==> src/rtl/tf_modmul_pkg.sv <==
// Shared types and sizing helpers for the twiddle-factor modular multiplier.
package tf_modmul_pkg;

   localparam int DEFAULT_D_WIDTH = 64;
   localparam int CNT_W = $clog2(DEFAULT_D_WIDTH);

   typedef enum logic [1:0] {
      IDLE,
      RUN,
      DONE
   } state_t;

   // Width of the bit-index counter for a given operand width (at least 1 bit).
   function automatic int cnt_width(input int w);
      return (w > 1) ? $clog2(w) : 1;
   endfunction

endpackage

==> src/rtl/tf_modmul_step.sv <==
// One MSB-first interleaved multiply-and-reduce step: acc_next = (2*acc + bit*a) mod n.
module tf_modmul_step #(
   parameter int D_WIDTH = 64
) (
   input  logic [D_WIDTH-1:0] acc,
   input  logic [D_WIDTH-1:0] a,
   input  logic [D_WIDTH-1:0] n,
   input  logic               b_bit,
   output logic [D_WIDTH-1:0] acc_next
);

   localparam int TW = D_WIDTH + 2;

   logic [TW-1:0] n_ext;
   logic [TW-1:0] dbl;
   logic [TW-1:0] red;
   logic [TW-1:0] sum;

   // Two extra bits keep 2*acc + a below 2^(D_WIDTH+2) even for a full-width modulus.
   always_comb begin
      n_ext    = {2'b00, n};
      dbl      = {1'b0, acc, 1'b0};
      red      = (dbl >= n_ext) ? (dbl - n_ext) : dbl;
      sum      = b_bit ? (red + {2'b00, a}) : red;
      acc_next = (sum >= n_ext) ? D_WIDTH'(sum - n_ext) : sum[D_WIDTH-1:0];
   end

endmodule

==> src/rtl/tf_modmul_seq.sv <==
// Sequential twiddle-factor modular multiplier feeding the butterfly R0/R1 operands.
// Define TF_MODMUL_2BIT_EN to retire two multiplier bits per cycle (D_WIDTH must be even).
module tf_modmul_seq
   import tf_modmul_pkg::*;
#(
   parameter int D_WIDTH = DEFAULT_D_WIDTH
) (
   input  logic               clk,
   input  logic               rst,
   input  logic               in_valid,
   output logic               in_ready,
   input  logic [D_WIDTH-1:0] R0_in,
   input  logic [D_WIDTH-1:0] R1_in,
   input  logic [D_WIDTH-1:0] TF_in,
   input  logic [D_WIDTH-1:0] N_in,
   output logic               out_valid,
   input  logic               out_ready,
   output logic [D_WIDTH-1:0] R0_out,
   output logic [D_WIDTH-1:0] R1_out
);

   localparam int CW = cnt_width(D_WIDTH);

`ifdef TF_MODMUL_2BIT_EN
   localparam int STEP = 2;
   localparam logic [CW-1:0] LAST_CNT = CW'(1);
`else
   localparam int STEP = 1;
   localparam logic [CW-1:0] LAST_CNT = CW'(0);
`endif

   state_t state_q;
   state_t state_d;

   logic [D_WIDTH-1:0] acc_q;
   logic [D_WIDTH-1:0] a_q;
   logic [D_WIDTH-1:0] b_q;
   logic [D_WIDTH-1:0] n_q;
   logic [D_WIDTH-1:0] r0_q;
   logic [CW-1:0]      cnt_q;
   logic [D_WIDTH-1:0] acc_next;

   logic load;
   logic step_en;
   logic last_step;

   assign last_step = (cnt_q == LAST_CNT);

`ifdef TF_MODMUL_2BIT_EN
   logic [D_WIDTH-1:0] acc_mid;
   logic [CW-1:0]      cnt_lo;

   assign cnt_lo = cnt_q - CW'(1);

   tf_modmul_step #(.D_WIDTH(D_WIDTH)) u_step_hi (
      .acc      (acc_q),
      .a        (a_q),
      .n        (n_q),
      .b_bit    (b_q[cnt_q]),
      .acc_next (acc_mid)
   );

   tf_modmul_step #(.D_WIDTH(D_WIDTH)) u_step_lo (
      .acc      (acc_mid),
      .a        (a_q),
      .n        (n_q),
      .b_bit    (b_q[cnt_lo]),
      .acc_next (acc_next)
   );
`else
   tf_modmul_step #(.D_WIDTH(D_WIDTH)) u_step (
      .acc      (acc_q),
      .a        (a_q),
      .n        (n_q),
      .b_bit    (b_q[cnt_q]),
      .acc_next (acc_next)
   );
`endif

   always_ff @(posedge clk) begin
      if (rst) begin
         state_q <= IDLE;
      end else begin
         state_q <= state_d;
      end
   end

   always_comb begin
      state_d   = state_q;
      in_ready  = 1'b0;
      out_valid = 1'b0;
      load      = 1'b0;
      step_en   = 1'b0;
      case (state_q)
         IDLE: begin
            in_ready = 1'b1;
            if (in_valid) begin
               load    = 1'b1;
               state_d = RUN;
            end
         end
         RUN: begin
            step_en = 1'b1;
            if (last_step) begin
               state_d = DONE;
            end
         end
         DONE: begin
            out_valid = 1'b1;
            if (out_ready) begin
               state_d = IDLE;
            end
         end
         default: begin
            state_d = IDLE;
         end
      endcase
   end

   // Operands are captured once at accept; results only move on the final step, so they hold through DONE.
   always_ff @(posedge clk) begin
      if (rst) begin
         acc_q  <= '0;
         a_q    <= '0;
         b_q    <= '0;
         n_q    <= '0;
         r0_q   <= '0;
         cnt_q  <= '0;
         R0_out <= '0;
         R1_out <= '0;
      end else if (load) begin
         acc_q <= '0;
         a_q   <= R1_in;
         b_q   <= TF_in;
         n_q   <= N_in;
         r0_q  <= R0_in;
         cnt_q <= CW'(D_WIDTH - 1);
      end else if (step_en) begin
         acc_q <= acc_next;
         cnt_q <= cnt_q - CW'(STEP);
         if (last_step) begin
            R1_out <= acc_next;
            R0_out <= r0_q;
         end
      end
   end

endmodule

==> config.mk <==
export PLATFORM = sky130hd
export DESIGN_NAME = tf_modmul_seq
export DESIGN_NICKNAME = d
export VERILOG_FILES = /design/src/rtl/tf_modmul_pkg.sv /design/src/rtl/tf_modmul_step.sv /design/src/rtl/tf_modmul_seq.sv
export SDC_FILE = /design/constraint.sdc
export NUM_CORES = 1
export LEC_CHECK = 0
export CAP_MARGIN = 30
export CORE_ASPECT_RATIO = 1.2
export CORE_UTILIZATION = 52
export CTS_BUF_LIST = sky130_fd_sc_hd__clkbuf_2
export DETAILED_ROUTE_END_ITERATION = 8
export GPL_TIMING_DRIVEN = 0
export PLACE_DENSITY = 0.85
export SYNTH_ARGS = -nofsm -noshare
export SYNTH_HDL_FRONTEND = slang
export SYNTH_SLANG_ARGS = --single-unit
==> constraint.sdc <==
create_clock -name clk -period 9.4 [get_ports clk]
set_input_delay 2.82 -clock clk [delete_from_list [all_inputs] [get_ports clk]]
set_output_delay 2.82 -clock clk [all_outputs]
set_load 0.01 [all_outputs]
* Word-level counts from Yosys, hierarchy flattened
Cells that the tools add are included.
** Storage, ports and cells
- Input bits :: 260
- Register bits :: 456
- Word-level logic and storage cells :: 44
** Cells by class
- Mux-type cells :: 16
- Reduce and logical (&&, ||, !) cells :: 6
- Order comparisons :: 3
- Add/sub/neg operators :: 4
- Bitwise operators :: 1
- Eq/ne operators :: 5
** Operators with widths (count)
- $mux W66 :: 2
- $add A66 B64 Y66 :: 1
- $ge A66 B64 Y1 :: 1
- $sub A65 B64 Y66 :: 1
- $ge A65 B64 Y1 :: 1
- $mux W64 :: 1
- $sub A64 B64 Y64 :: 1
- $mux W6 :: 2
- $lt A6 B7 Y1 const B :: 1
- $bmux W1 S6 :: 1
- $logic_not A6 Y1 :: 1
- $mux W1 :: 6
- $mux W2 :: 3
- $ne A2 B2 Y1 const B :: 3
- $pmux W2 S3 :: 1
- $reduce_and A3 Y1 :: 2
- $sub A6 B1 Y6 const B :: 1
- $eq A2 B1 Y1 const B :: 1
- $eq A2 B2 Y1 const B :: 1
- $logic_not A2 Y1 :: 1
- $reduce_bool A2 Y1 :: 1
- $reduce_or A2 Y1 :: 1
- $not A1 Y1 :: 1

* Longest topological paths before layout
Gate-level depths: netlist of the first run.
- Depth in word-level cells :: 6
- Gate-level depth with buffers :: 46
- Mapped depth without buffers :: 38

* By module
A second synthesis of the first run with hierarchy kept.
** Unflattened totals
- Cells, all modules :: 4051
- Area total of the unflattened synthesis :: 30052.6 sq um
** Modules (own cells, without submodules)
- tf_modmul_seq :: cells an instance 2055, sequential area each 9128.8 sq um, times used 1, area each 16158.0 sq um
- tf_modmul_step :: cells an instance 1996, sequential area each 0.0 sq um, times used 1, area each 13894.6 sq um

* Least setup slack after synthesis of the first run
OpenSTA, ideal clock, no wires.
- Path kind :: reg-to-reg
- From :: reg n_q[23]
- To :: reg R1_out[59]
- Library setup time :: 88 ps
- Path slack :: -104 ps
- Cell stages (with the launch flop) :: 44
- Arrival :: 9416 ps
- Clock period less this slack :: 9504 ps
- Required time :: 9312 ps
- Cells stage by stage :: dfxtp_1 > inv_1 > ha_1 > clkbuf_1 > a21o_1 > a221o_1 > o211ai_1 > nand3_1 > o211a_1 > o21a_1 > o211ai_1 > and2_1 > clkbuf_1 > clkbuf_1 > o21ai_0 > ha_1 > nand2_1 > or4_1 > [8 not listed] > mux2_2 > ha_1 > clkbuf_1 > and3_1 > nor2b_1 > a2111oi_0 > o21bai_1 > a21oi_1 > o31ai_1 > nor2_1 > o31ai_1 > a311o_1 > a21oi_1 > nand2_2 > buf_6 > buf_6 > a21o_1 > a311oi_2
** On the way
- Cells in the longest elaborated chain, start to end :: 6
- Elaborated cells between the ends (all ways) :: 8
** RTL lines
- from (decl) :: line tf_modmul_seq.sv:38 : logic [D_WIDTH-1:0] n_q;
- from (signal assigned) :: line tf_modmul_seq.sv:135 : n_q <= N_in;
- $sub A65 B64 Y66 / $ge A65 B64 Y1 (equally long branches) :: line tf_modmul_step.sv:23 : red = (dbl >= n_ext) ? (dbl - n_ext) : dbl;
- $mux W66 :: line tf_modmul_step.sv:23
- $add A66 B64 Y66 :: line tf_modmul_step.sv:24 : sum = b_bit ? (red + {2'b00, a}) : red;
- $mux W66 :: line tf_modmul_step.sv:24
- $sub A64 B64 Y64 / $ge A66 B64 Y1 (equally long branches) :: line tf_modmul_step.sv:25 : acc_next = (sum >= n_ext) ? D_WIDTH'(sum - n_ext) : sum[D_WIDTH-1:0];
- $mux W64 * :: line tf_modmul_step.sv:25
- to (signal assigned) :: line tf_modmul_seq.sv:142 : R1_out <= acc_next;
- to (decl) :: line tf_modmul_seq.sv:19 : output logic [D_WIDTH-1:0] R1_out
Mark *: on every way between the ends. The rest lies on a longest branch, timed or not.
A chain may end at the register's enable or synchronous reset.

* Worst setup path after layout of the first run
- From :: reg n_q[15]
- To :: reg R1_out[34]
The elaborated chain is that of the path after synthesis.

==> results of run 1 <==
[sequential cells by signal (all words and copies together), names as in the netlist]
signal and flops:
R0_out 64, R1_out 64, r0_q 64, state_q 2
acc_q 64, n_q 64, b_q 64, a_q 64
cnt_q 6
[cell families (layout without fill, tap and decap cells)]
kind of cell | Yosys count | in the layout | share of synthesized area (%)
muxes | 141 | 141 | 5.983
DFF | 456 | 456 | 31.31
adders and majority gates | 197 | 197 | 8.532
and+or+nand+nor | 1292 | 1292 | 18.77
other | 0 | 3 | 0
xor gates and xnor gates | 186 | 186 | 5.588
buffers and inverters | 372 | 999 | 4.880
AOI/OAI and AO/OA | 1238 | 1238 | 24.93
[timing repair]
action                     CTS  global route
buffers inserted            25            41
gates resized for setup    234           212
setup endpoints to repair  128           128
gates cloned                 0             5
pin swaps                   24           102
[metrics by stage]
step / hold WS, ns / worst slack [ns] / utilization, % / area [sq um]
2_1_floorplan: 0.4321 / 0.04501 / - / 29150
6_report: 0.4364 / -0.09494 / 68.38 / 37720
5_1_grt: 0.4517 / -0.1828 / 68.37 / 37710
3_3_place_gp: 0.4366 / -3.883 / 61.53 / 33940
3_5_place_dp: 0.4437 / -3.856 / 61.81 / 34090
4_1_cts: 0.4466 / 0.002486 / 65.95 / 36380
[metal layers]
layer | track usage [%] | wire (um)
met5 | 0 | 55
met4 | 25.37 | 8419
met3 | 8.978 | 10770
met2 | 62.76 | 51850
met1 | 41.82 | 40940
[area by class of cell]
cell class                 count  share of cell area (%)
inverter                     118                   1.181
multi-input combinational   3054                   54.13
buffer                       212                   2.750
tap                          720                   2.388
antenna                        3                 0.01990
clock buffer                 155                   2.057
sequential                   456                   24.24
timing repair buffer         471                   12.42
clock inverter                43                  0.8094
[cells in the final DEF (no fill, tap or decap), types with 125 or more instances in the layout]
master	instances
sky130_fd_sc_hd__ha_1	149
sky130_fd_sc_hd__a21oi_1	599
sky130_fd_sc_hd__nor2_1	222
sky130_fd_sc_hd__clkbuf_1	184
sky130_fd_sc_hd__nand2_1	796
sky130_fd_sc_hd__clkbuf_2	156
sky130_fd_sc_hd__clkdlybuf4s50_1	388
sky130_fd_sc_hd__dfxtp_1	447
sky130_fd_sc_hd__xnor2_1	125
sky130_fd_sc_hd__o21ai_0	191
[worst paths after layout]
| path | startpoint | to | slack (ns) | cells after the start |
|---|---|---|---|---|
| setup / recovery | n_q[15] | R1_out[34] | -0.09 | 36 |
| hold / removal | r0_q[47] | R0_out[47] | 0.44 | 2 |
| setup reg to reg | n_q[15] | R1_out[34] | -0.09 | 36 |
| hold reg to reg | r0_q[47] | R0_out[47] | 0.44 | 2 |
[critical path, delay by kind of cell, from the launching register on]
kind,cells,cell delay (ns)
multiplexers,3,1.03
flip-flops,1,0.35
adder cells (fa/ha/maj),3,1.12
buffers and inverters,6,1.20
AO/OA/AOI/OAI,11,2.72
AND/OR/NAND/NOR,12,2.76
XOR/XNOR,1,0.12
==> out/results.md, run 1 <==
| Parameter | Value | Unit |
| --- | --- | --- |
| Number of vias in the routed layout | 31496 | - |
| Vias in the first global route | 30092 | - |
| Type of destination of the critical path | flop | - |
| Largest stage delay, worst path | 0.50 | ns |
| Number of top-level design ports | 390 | - |
| Antenna violations before repair | 6 | - |
| Fill count | 4572 | - |
| Clock net sink count | 456 | - |
| Number of storage elements in the synthesis netlist | 456 | - |
| Core Region | 55160 | sq um |
| Layout cells sized above 1 | 14.46 | % |
| Setup repair after global routing missed its margin | true | - |
| Router iterations before antenna repair | 7 | - |
| Remaining routing DRC violations | 0 | - |
| Most used DFF post-synth | sky130_fd_sc_hd__dfxtp_1 | - |
| Final count of negative-setup-slack endpoints | 33 | - |
| Post-synth top area cell | sky130_fd_sc_hd__dfxtp_1 | - |
| Pin count of the biggest net entering global routing | 20 | - |
| Final Wtd Congestion | 1.019 | - |
| Sum Neg Setup Slack | -1.001 | ns |
| DPL Wire Length | 84.80 | mm |
| Max Root-Sink Buffers | 3 | - |
| Non-Filler Instances | 5232 | - |
| Portion of synthesized cell area occupied by the leading cell type | 31.31 | % |
| TritonCTS clock tree | yes | - |
| Starting utilization of the core area | 52.85 | % |
| Total wire length after detailed routing | 112.0 | mm |
| Warning count from the yosys run | 0 | - |
| Maximum level of the CTS H-tree | 3 | - |
| Hold violation total from the final report | 0 | - |
| Slowest cell on the critical path | sky130_fd_sc_hd__o41ai_4 | - |
| Number of DRC violations after detailed-routing iteration 0 | 3020 | - |
| Average wire per standard cell | 21.41 | um |
| DP Cell Count | 5001 | - |
| Highest Clock Rate | 0.1053 | GHz |
| Final min period | 9.495 | ns |
| Maximum fanout encountered on the critical timing path | 10 | - |
| Register clock-pin slew on the reported worst setup and hold paths | 0.12 | ns |
| Cts bufs inserted | 114 | - |
| Arrival time of data at the critical path endpoint | 10.60 | ns |
| Total grt overflow | 0 | - |
| Synthesized net count | 4339 | - |
| Area of the mapped netlist | 29150 | sq um |
| Number of nets at the end of the flow | 4884 | - |
| Count of different cell masters after synthesis | 77 | - |
| Hold Buf Count CTS | 0 | - |
| Die X-Extent | 218.1 | um |
| Post-detailed-route via-to-cell ratio | 6.020 | - |
| Critical setup path kind | flop to flop | - |
| Global-route wire length before repair | 164.3 | mm |
| Library cell used as clock root buffer | sky130_fd_sc_hd__clkbuf_2 | - |
| Number of flops mapped to enable cells by yosys | 0 | - |
| Die area | 57020 | sq um |
| Leading cell types by count after synthesis | sky130_fd_sc_hd__nand2_1, sky130_fd_sc_hd__a21oi_1, sky130_fd_sc_hd__dfxtp_1, sky130_fd_sc_hd__clkbuf_1, sky130_fd_sc_hd__nor2_1 | - |
| Headroom to the max-slew limit | 25.99 | % |
| Status | finished, violations left | - |
| Combined flip-flop and latch cell area | 9143 | sq um |
| All-Layer GR Usage | 37.32 | % |
| Post-route fraction of the period consumed by the critical path | 101.0 | % |
| Fin Clk Skew | 0.1238 | ns |
| Max Cap Violations | 0 | - |
| Post-DRT Antenna Nets | 0 | - |
| Ranking of synthesized cells by area | sky130_fd_sc_hd__dfxtp_1, sky130_fd_sc_hd__a21oi_1, sky130_fd_sc_hd__nand2_1 | - |
| Async S/R FF share, synth | 0 | % |
| Area overhead of the layout relative to synthesis | 29.38 | % |
| Post-synthesis cell count | 3882 | - |
| Critical Path Start Type | flop | - |
| Critical path data required time | 10.51 | ns |
| Failing checks | setup timing | - |
| Worst Tran Pin Value | 1.110 | ns |
| Area taken by multi-input logic gates | 20420 | sq um |
| Worst hold path class | flop to flop | - |
| Number of max-slew violations in the final report | 0 | - |
| Avg Synthesized Cell Area | 7.510 | sq um |
| Clock insertion delay at the later pin of the skew report | 1.36 | ns |
| Most frequently used cell type in the post-synthesis netlist | sky130_fd_sc_hd__nand2_1 | - |
| Port-buffer cells | 388 | - |
| Vertical die dimension | 261.4 | um |
| Final WS setup | -0.09494 | ns |
| Floorplan row count | 94 | - |
| Portion of the post-synthesis area used by sequential elements | 31.31 | % |
Power of run 1 is left out: the tool's default activity adds up to more than one toggle a clock period on the data nets, which glitch-free logic cannot reach.
==> inputs of run 2 (changes only) <==
Settings changed: CORE_MARGIN from default to 5.
==> run 2 against run 1 <==
The flow now finishes without violations. Final area grew 0.43%. Maximum frequency increased by 1.3%. Final cell count grew 0.55%. Sequential cell count stayed put. Die area grew 6.8%. Critical path depth up 7. Clock-buffer cell count is 7 higher. Global-route usage shrank 2.7 points. First-iteration DRC count increased by 10%. Routed wire length up 2.5%. Setup slack better by 0.12 ns. Sequential share of layout area down 0.11 points.
==> out/results.md, run 2 (synthesis results as in run 1) <==
| Parameter | Value | Unit |
| --- | --- | --- |
| Number of DRC violations after detailed-routing iteration 0 | 3322 | - |
| Final non-filler cell area | 37880 | sq um |
| Hold path depth | 2 | - |
| Floorplan row count | 95 | - |
| Die area | 60920 | sq um |
| Combined flip-flop and latch cell area | 9139 | sq um |
| Headroom to the max-slew limit | 21.65 | % |
| Area overhead of the layout relative to synthesis | 29.94 | % |
| Total length of routed met2 wires | 54.24 | mm |
| Post-detailed-route via-to-cell ratio | 6.032 | - |
| Uppermost metal layer occupied by signal nets | met5 | - |
| Global-route wire length before repair | 167.1 | mm |
| Setup repair after global routing missed its margin | true | - |
| Leading cell types in the layout, fill and taps excluded | sky130_fd_sc_hd__nand2_1, sky130_fd_sc_hd__a21oi_1, sky130_fd_sc_hd__dfxtp_1, sky130_fd_sc_hd__clkdlybuf4s50_1, sky130_fd_sc_hd__nor2_1 | - |
| Arrival time of data at the critical path endpoint | 10.35 | ns |
| Number of top-level design ports | 390 | - |
| Leading cell type in the layout, fill and taps excluded | sky130_fd_sc_hd__nand2_1 | - |
| Remaining routing DRC violations | 0 | - |
| Final min period | 9.370 | ns |
| Fin Clk Skew | 0.1328 | ns |
| Type of destination of the critical path | flop | - |
| Placed standard-cell area | 34140 | sq um |
| Max Root-Sink Buffers | 3 | - |
| Status | finished clean | - |
| Library cell used as clock root buffer | sky130_fd_sc_hd__clkbuf_2 | - |
| Hold violation total from the final report | 0 | - |
| Highest Clock Rate | 0.1067 | GHz |
| TritonCTS clock tree | yes | - |
| Post-route fraction of the period consumed by the critical path | 99.68 | % |
| Hold Buf Count CTS | 0 | - |
| Vias in the first global route | 30188 | - |
| Layout cells sized above 1 | 14.47 | % |
| Largest stage delay, worst path | 0.55 | ns |
| Antenna violations before repair | 6 | - |
| Number of nets at the end of the flow | 4897 | - |
| Core Region | 55750 | sq um |
| Starting utilization of the core area | 52.29 | % |
| Hold Crit Start | r0_q[63] | - |
| Cts bufs inserted | 113 | - |
| Worst hold path class | flop to flop | - |
| Worst flop-to-flop path endpoint | R1_out[44] | - |
| Worst Tran Pin Value | 1.175 | ns |
| Vertical die dimension | 269.4 | um |
| Area taken by multi-input logic gates | 20480 | sq um |
| Share of the core filled with cells | 67.95 | % |
| Port-buffer cells | 388 | - |
| Critical path data required time | 10.38 | ns |
| Final count of negative-setup-slack endpoints | 0 | - |
| Pin count of the biggest net entering global routing | 21 | - |
| Maximum fanout encountered on the critical timing path | 10 | - |
| Total wire length after detailed routing | 114.9 | mm |
| Fill count | 4561 | - |
| Final Wtd Congestion | 1.034 | - |
| Slowest cell on the critical path | sky130_fd_sc_hd__or4b_4 | - |
| Sum of met3 wire segment lengths after detailed routing | 10.66 | mm |
| Total grt overflow | 0 | - |
| Launch point of the critical path | n_q[11] | - |
| Maximum level of the CTS H-tree | 3 | - |
| Number of max-slew violations in the final report | 0 | - |
| Number of vias in the routed layout | 31732 | - |
| Router iterations before antenna repair | 6 | - |
| All-Layer GR Usage | 34.61 | % |
| Max Cap Violations | 0 | - |
| DPL Wire Length | 87.69 | mm |
| Hold worst-path end | R0_out[63] | - |
| Post-DRT Antenna Nets | 0 | - |
| Met1 wire length | 41.86 | mm |
| Critical setup path kind | flop to flop | - |
| Clock insertion delay at the later pin of the skew report | 1.25 | ns |
| Clock net sink count | 456 | - |
| Critical Path Start Type | flop | - |
| Setup slack of the most critical reg-to-reg path | 0.03 | ns |
| Die X-Extent | 226.1 | um |
| Depth of the worst register-to-register path | 43 | - |
| Register clock-pin slew on the reported worst setup and hold paths | 0.12 | ns |
| Average wire per standard cell | 21.84 | um |
| Startpoint of the worst-slack reg-to-reg timing path | n_q[11] | - |
[run 2: cell types whose count changed in the layout (fill, tap and decap cells not counted), moves of 5 or more]
cell                       before  now
sky130_fd_sc_hd__a211oi_1      30   40
sky130_fd_sc_hd__a211oi_2      47   37
sky130_fd_sc_hd__clkbuf_2     156  164
sky130_fd_sc_hd__a21oi_2       32   25
sky130_fd_sc_hd__buf_6          5   11
sky130_fd_sc_hd__clkinv_2      14    8
sky130_fd_sc_hd__ha_2          24   18
sky130_fd_sc_hd__mux2i_1        9    3
sky130_fd_sc_hd__mux2i_4       45   51
sky130_fd_sc_hd__a21oi_1      599  604
sky130_fd_sc_hd__buf_12         5   10
sky130_fd_sc_hd__clkinv_1      19   24
sky130_fd_sc_hd__inv_2          6    1
[run 2: cell type report]
class,count,share of cell area [%]
clock buffers,162,2.140
clock inverters,40,0.6441
inverters,118,1.189
plain buffers,216,2.672
well taps,727,2.401
diodes,7,0.04624
flip-flops and latches,456,24.12
multi-input cells,3054,54.06
repair buffers,481,12.73
[run 2: through the flow]
step	hold slack (ns)	setup TNS [ns]	setup slack, ns	instances
finish	0.3855	0	0.02993	5261
global route	0.3765	-8.755	-0.2106	5256
CTS	0.3628	0	0.002094	5209
detailed placement	0.4415	-462.41	-3.810	5011
global placement	0.4357	-497.53	-4.063	4997
floorplan	0.4321	0	0.04501	3882
[run 2: per-layer routing]
metal	track usage (%)	up-vias
li1	-	14811
met1	39.73	14831
met2	57.39	1622
met3	8.801	466
met4	21.46	2
met5	0	-
[run 2: what timing repair did]
item / 4_1_cts / 5_1_grt
setup endpoints to repair: 128 / 128
resized for setup: 177 / 271
gates cloned: 1 / 4
pin swaps: 21 / 75
buffers inserted: 24 / 51
[run 2: critical path, delay by kind of cell, from the launching register on]
kind / cells / cell delay, ns
simple gates: 10 / 1.83
flops: 1 / 0.34
buf+inv: 7 / 1.15
compound gates: 20 / 4.00
mux: 2 / 0.65
fa+ha+maj: 3 / 1.00
xor+xnor: 1 / 0.19
[run 2: worst max-delay path by stage]
stage,endpoint,slack [ns],cells past startpoint
after floorplan,R1_out[59],0.05,43
after global placement,R1_out[60],-4.06,42
after detailed placement,R1_out[60],-3.81,44
after CTS,R1_out[56],0.002,43
after global routing,R1_out[48],-0.21,43
final,R1_out[44],0.03,43
Power of run 2 is left out for the same reason.
